### src/rtl/sat_pkg.sv
// Constants and types shared by the clause arbiter, the clause queues and the BCP engines.
package sat_pkg;

  localparam int OUTPUT_CNT      = 4;
  localparam int CLAUSE_WIDTH    = 4;
  localparam int ELEMENT_CNT     = 1024;
  localparam int ELEMENT_BIT_CNT = $clog2(ELEMENT_CNT) + 1;

  typedef logic [ELEMENT_BIT_CNT-1:0] literal_t;
  typedef literal_t [CLAUSE_WIDTH-1:0] clause_t;

endpackage

### src/rtl/clause_queue.sv
// Per-engine first-word-fall-through clause FIFO fed by one lane of the clause arbiter.
// Handshakes: upstream transfers when clause_valid_in & grant_in & ~full_out; downstream
// transfers when clause_valid_out & clause_ready_in. Both are sampled on the rising edge.
module clause_queue #(
  parameter int DEPTH           = 8,
  parameter int CLAUSE_WIDTH    = sat_pkg::CLAUSE_WIDTH,
  parameter int ELEMENT_BIT_CNT = sat_pkg::ELEMENT_BIT_CNT
) (
  input  logic                                    clock,
  input  logic                                    reset,
  input  logic [CLAUSE_WIDTH*ELEMENT_BIT_CNT-1:0] clause_in,
  input  logic                                    clause_valid_in,
  input  logic                                    grant_in,
  output logic                                    full_out,
  output logic [CLAUSE_WIDTH*ELEMENT_BIT_CNT-1:0] clause_out,
  output logic                                    clause_valid_out,
  input  logic                                    clause_ready_in,
  input  logic                                    flush_in,
  output logic [$clog2(DEPTH):0]                  count_out,
  output logic                                    overflow_err
);

  localparam int W     = CLAUSE_WIDTH * ELEMENT_BIT_CNT;
  localparam int PTR_W = $clog2(DEPTH);
  localparam int CNT_W = PTR_W + 1;
  localparam logic [CNT_W-1:0] FULL_CNT = CNT_W'(DEPTH);

  logic [W-1:0]     mem [DEPTH];
  logic [PTR_W-1:0] wr_ptr;
  logic [PTR_W-1:0] rd_ptr;
  logic [CNT_W-1:0] count;
  logic             push;
  logic             pop;

  // full_out depends only on registered count so the arbiter's combinational
  // grant cannot form a loop through this queue.
  assign full_out         = (count == FULL_CNT);
  assign clause_valid_out = (count != '0);
  assign clause_out       = clause_valid_out ? mem[rd_ptr] : '0;
  assign count_out        = count;

  assign push = clause_valid_in & grant_in & ~full_out;
  assign pop  = clause_valid_out & clause_ready_in;

  always_ff @(posedge clock or negedge reset) begin
    if (!reset) begin
      wr_ptr       <= '0;
      rd_ptr       <= '0;
      count        <= '0;
      overflow_err <= 1'b0;
    end else begin
      if (flush_in) begin
        wr_ptr <= '0;
        rd_ptr <= '0;
        count  <= '0;
      end else begin
        if (push) wr_ptr <= wr_ptr + PTR_W'(1);
        if (pop)  rd_ptr <= rd_ptr + PTR_W'(1);
        if (push && !pop)      count <= count + CNT_W'(1);
        else if (pop && !push) count <= count - CNT_W'(1);
      end
      // Sticky until reset; a flush does not clear the record of a dropped clause.
      if (clause_valid_in && grant_in && full_out) overflow_err <= 1'b1;
    end
  end

  always_ff @(posedge clock) begin
    if (push && !flush_in) mem[wr_ptr] <= clause_in;
  end

endmodule
### config.mk
export PLATFORM = sky130hd
export DESIGN_NAME = clause_queue
export DESIGN_NICKNAME = d
export VERILOG_FILES = /design/src/rtl/sat_pkg.sv /design/src/rtl/clause_queue.sv
export SDC_FILE = /design/constraint.sdc
export NUM_CORES = 1
export LEC_CHECK = 0
export ABC_AREA = 1
export BUFFER_PORTS_ARGS = -buffer_cell sky130_fd_sc_hd__buf_2
export CAP_MARGIN = 30
export CELL_PAD_IN_SITES_DETAIL_PLACEMENT = 0
export CELL_PAD_IN_SITES_GLOBAL_PLACEMENT = 1
export CORE_MARGIN = 3
export CORE_UTILIZATION = 41
export CTS_CLUSTER_DIAMETER = 80
export DETAILED_ROUTE_END_ITERATION = 7
export PLACE_DENSITY = 0.72
export SKIP_CTS_REPAIR_TIMING = 1
export SLEW_MARGIN = 15
export SYNTH_ARGS = -nofsm -noshare
export SYNTH_HDL_FRONTEND = slang
export SYNTH_SLANG_ARGS = --single-unit
### constraint.sdc
create_clock -name clock -period 4.9 [get_ports clock]
set_clock_uncertainty 0.2 [all_clocks]
set_input_delay 0.49 -clock clock [delete_from_list [all_inputs] [get_ports clock]]
set_output_delay 0.49 -clock clock [all_outputs]
set_load 0.05 [all_outputs]
==> out/summary.txt <==
xor and xnor area share after synthesis -> 0.06064%
Hold WC Path Type -> input port to flip-flop
outcome -> finished clean
maximum vdd drop -> 313.4 uV
Worst-Skew Late Latency -> 0.51 ns
Core ar. -> 34630 sq um
first-pass GRT wire length -> 49150 microns
crit path launch type -> flip-flop
post-synthesis compound-gate area fraction -> 10.20%
worst r2r dst -> mem[4][26]
CTS sink count -> 363
initial antenna violation count -> 6
FF-to-FF path depth -> 8
top post-synthesis cells by area -> edfxtp_1 (73%), nor2_1 (7.2%), o21ai_0 (6.1%), mux2i_1 (3.0%), dfrtp_1 (1.9%)
Leakage Power -> 5.681 nW
Highest Signal Layer -> met5
r2r setup slk -> 1.87 ns
HPWL Detailed -> 17320 microns
origin of the critical flop-to-flop path -> count_out[3]
WP data arrival -> 3.24 ns
Yosys Warn Count -> 0
Routed WL per cell -> 18.90 microns
synth unique cells -> 30
Synth Area in Simple Gates -> 8.229%
GPL Wtd Cong -> 0.7529
max-slew violation count -> 0
PnR worst setup slack -> 0.9688 ns
portion of netlist area occupied by mux cells -> 3.049%
Num CTS Buffers -> 39
Starting Density -> 41.71%
Die Ht -> 193.7 microns
clk slew on worst S/H paths -> 0.06 ns
DR WL met2 -> 15400 microns
mapped cell area -> 14440 sq um
vias in the first global route -> 8528
Post-synth EDFFs -> 352
largest area contributor in the netlist -> edfxtp_1
Die W -> 193.7 microns
area grow syn2layout -> 15.41%
Worst-Margin Slew -> 0.7537 ns
PD cells -> 540.4 nW/um^2
first drt pass iteration count -> 5
Final Critical Period -> 3.931 ns
grt ovf -> 0
RSZ-0062 raised after global routing -> false
die area -> 37520 sq um
Primary FF master, synth -> edfxtp_1
largest family of logic cells by synthesized area -> compound AO/OA/AOI/OAI gates
Crit Path Max Fanout -> 62
I/O Pins -> 101
Port Buffer Count -> 100
# setup viols final -> 0
final hold vios -> 0
ys async rst share -> 3.030%
Relative slew margins -> 49.75%
fin area -> 16670 sq um
Synth Area in Adders -> 0.4851%
period utilization -> 80.23%
share of layout cells above drive strength 1 -> 16.14%
Crit. End Element -> output port
critical path class -> flip-flop to output port
Post-Route M1 WL -> 13880 microns
post-synthesis cell count -> 1086
crit path from -> rd_ptr[0]
Setup WS pre-CTS -> 1.555 ns
setup TNS -> 0 ns
post-synthesis net count -> 1141
H-Tree Depth -> 2
largest net degree at the start of global routing -> 101
Fmax -> 254.4 MHz
Critical Path RT -> 4.21 ns
detailed-route via count -> 8729
Critical Path Sink -> clause_out[21]
Total GRT Usage -> 16.52%
final WL -> 31590 microns
CTS tree -> yes
post-synthesis sequential area ratio -> 75.09%
layout net count -> 1240
Avg Inst Size Synth -> 13.30 sq um
Clock Path Buffers -> 3
Post-synth top cells -> edfxtp_1 (352), nor2_1 (276), o21ai_0 (177), o21ai_1 (49)
Iter 0 DRT Violations -> 622
root buffer cell -> clkbuf_16
# rows -> 68
maxcap violations -> 0
Seq cells post-synth -> 363
Post-DP Area -> 15420 sq um
share of the synthesized area in the top cell type -> 73.18%
DR vias/cell -> 5.221
count leader, synth -> edfxtp_1
worst hold path startpoint -> clause_in[13]
post-route antenna net violation count -> 0
metal3 WL -> 1543 microns
DRC -> 0
==> per-stage QoR <==
| stage | hold slack [ns] | util [%] | instances | total power [mW] |
|---|---|---|---|---|
| final | 0.03658 | 48.14 | 1672 | 9.008 |
| after global routing | 0.03703 | 48.13 | 1671 | 9.459 |
| after CTS | -0.3471 | 48.03 | 1667 | 9.099 |
| after detailed placement | 0.1896 | 44.53 | 1597 | 6.328 |
| after global placement | 0.1881 | 44.45 | 1596 | 6.304 |
| after floorplan | -0.005591 | - | 1086 | 5.664 |
==> worst max-delay path, cell delays in order (launching register included) <==
cell	delay (ns)
dfrtp_4	0.88
buf_4	0.70
nor2_1	0.11
nor2_1	0.11
o21ai_0	0.09
o21ai_1	0.08
o21ai_0	0.08
nor2_1	0.25
buf_2	0.32
==> registers in the layout, indices dropped and copies added, names as in the netlist <==
| register | flops |
|---|---|
| count_out | 4 |
| mem | 352 |
| overflow_err | 1 |
| rd_ptr | 3 |
| wr_ptr | 3 |
==> cells in the final DEF (no fill, tap or decap), types with 2 or more instances in the layout <==
| master | count |
|---|---|
| edfxtp_1 | 352 |
| clkbuf_1 | 11 |
| dfrtp_4 | 2 |
| clkinv_1 | 4 |
| mux2i_1 | 44 |
| clkbuf_16 | 40 |
| nand2_1 | 25 |
| dfrtp_1 | 8 |
| nor2_4 | 8 |
| nand3_1 | 6 |
| o21ai_0 | 177 |
| clkinv_2 | 8 |
| o21ai_1 | 49 |
| diode_2 | 3 |
| buf_12 | 2 |
| buf_4 | 20 |
| clkinvlp_4 | 2 |
| nand2_2 | 2 |
| a21oi_1 | 7 |
| inv_1 | 13 |
| ha_1 | 4 |
| nor2_1 | 268 |
| bufinv_16 | 2 |
| o22ai_1 | 44 |
| buf_2 | 100 |
==> how the worst min path moves through the flow <==
stage                              end  slack, ns  depth (start not counted)
after floorplan           count_out[0]     -0.006                          0
after global placement    count_out[3]       0.19                          1
after detailed placement  count_out[3]       0.19                          1
after CTS                 count_out[2]      -0.35                          1
after global routing        mem[3][18]       0.04                          1
final                       mem[1][13]       0.04                          1
==> area by class of cell <==
class	count	area, sq um
antenna	3	7.507
clock buffer	52	1056
clock inverter	18	155.1
fill	2988	17960
inverter	15	58.81
multi-input combinational	642	3241
sequential	363	10850
tap	455	569.3
timing repair buffer	124	728.2
==> kinds of logic (layout without fill, tap and decap cells) <==
| kind of cell | count (synthesis) | in the layout |
|---|---|---|
| flip-flops | 363 | 363 |
| AND/OR/NAND/NOR | 311 | 311 |
| AO/OA/AOI/OAI | 281 | 281 |
| buffers and inverters | 81 | 209 |
| multiplexers | 44 | 44 |
| adder cells (fa/ha/maj) | 5 | 5 |
| XOR/XNOR | 1 | 1 |
| other | 0 | 3 |
==> layer usage <==
metal | up-vias | track usage [%]
met4 | 6 | 5.090
met2 | 206 | 27.59
met1 | 4292 | 22.26
met3 | 51 | 2.937
met5 | - | 0
li1 | 4174 | -
==> power breakdown <==
group / internal [mW] / total, mW / switching [mW] / leakage [nW]
clock: 1.63 / 2.76 / 1.14 / 0.591
sequential: 3.46 / 3.58 / 0.117 / 3.31
combinational: 0.665 / 2.67 / 2.00 / 1.78
total: 5.75 / 9.01 / 3.25 / 5.68
(Power assumes the default switching activity.)
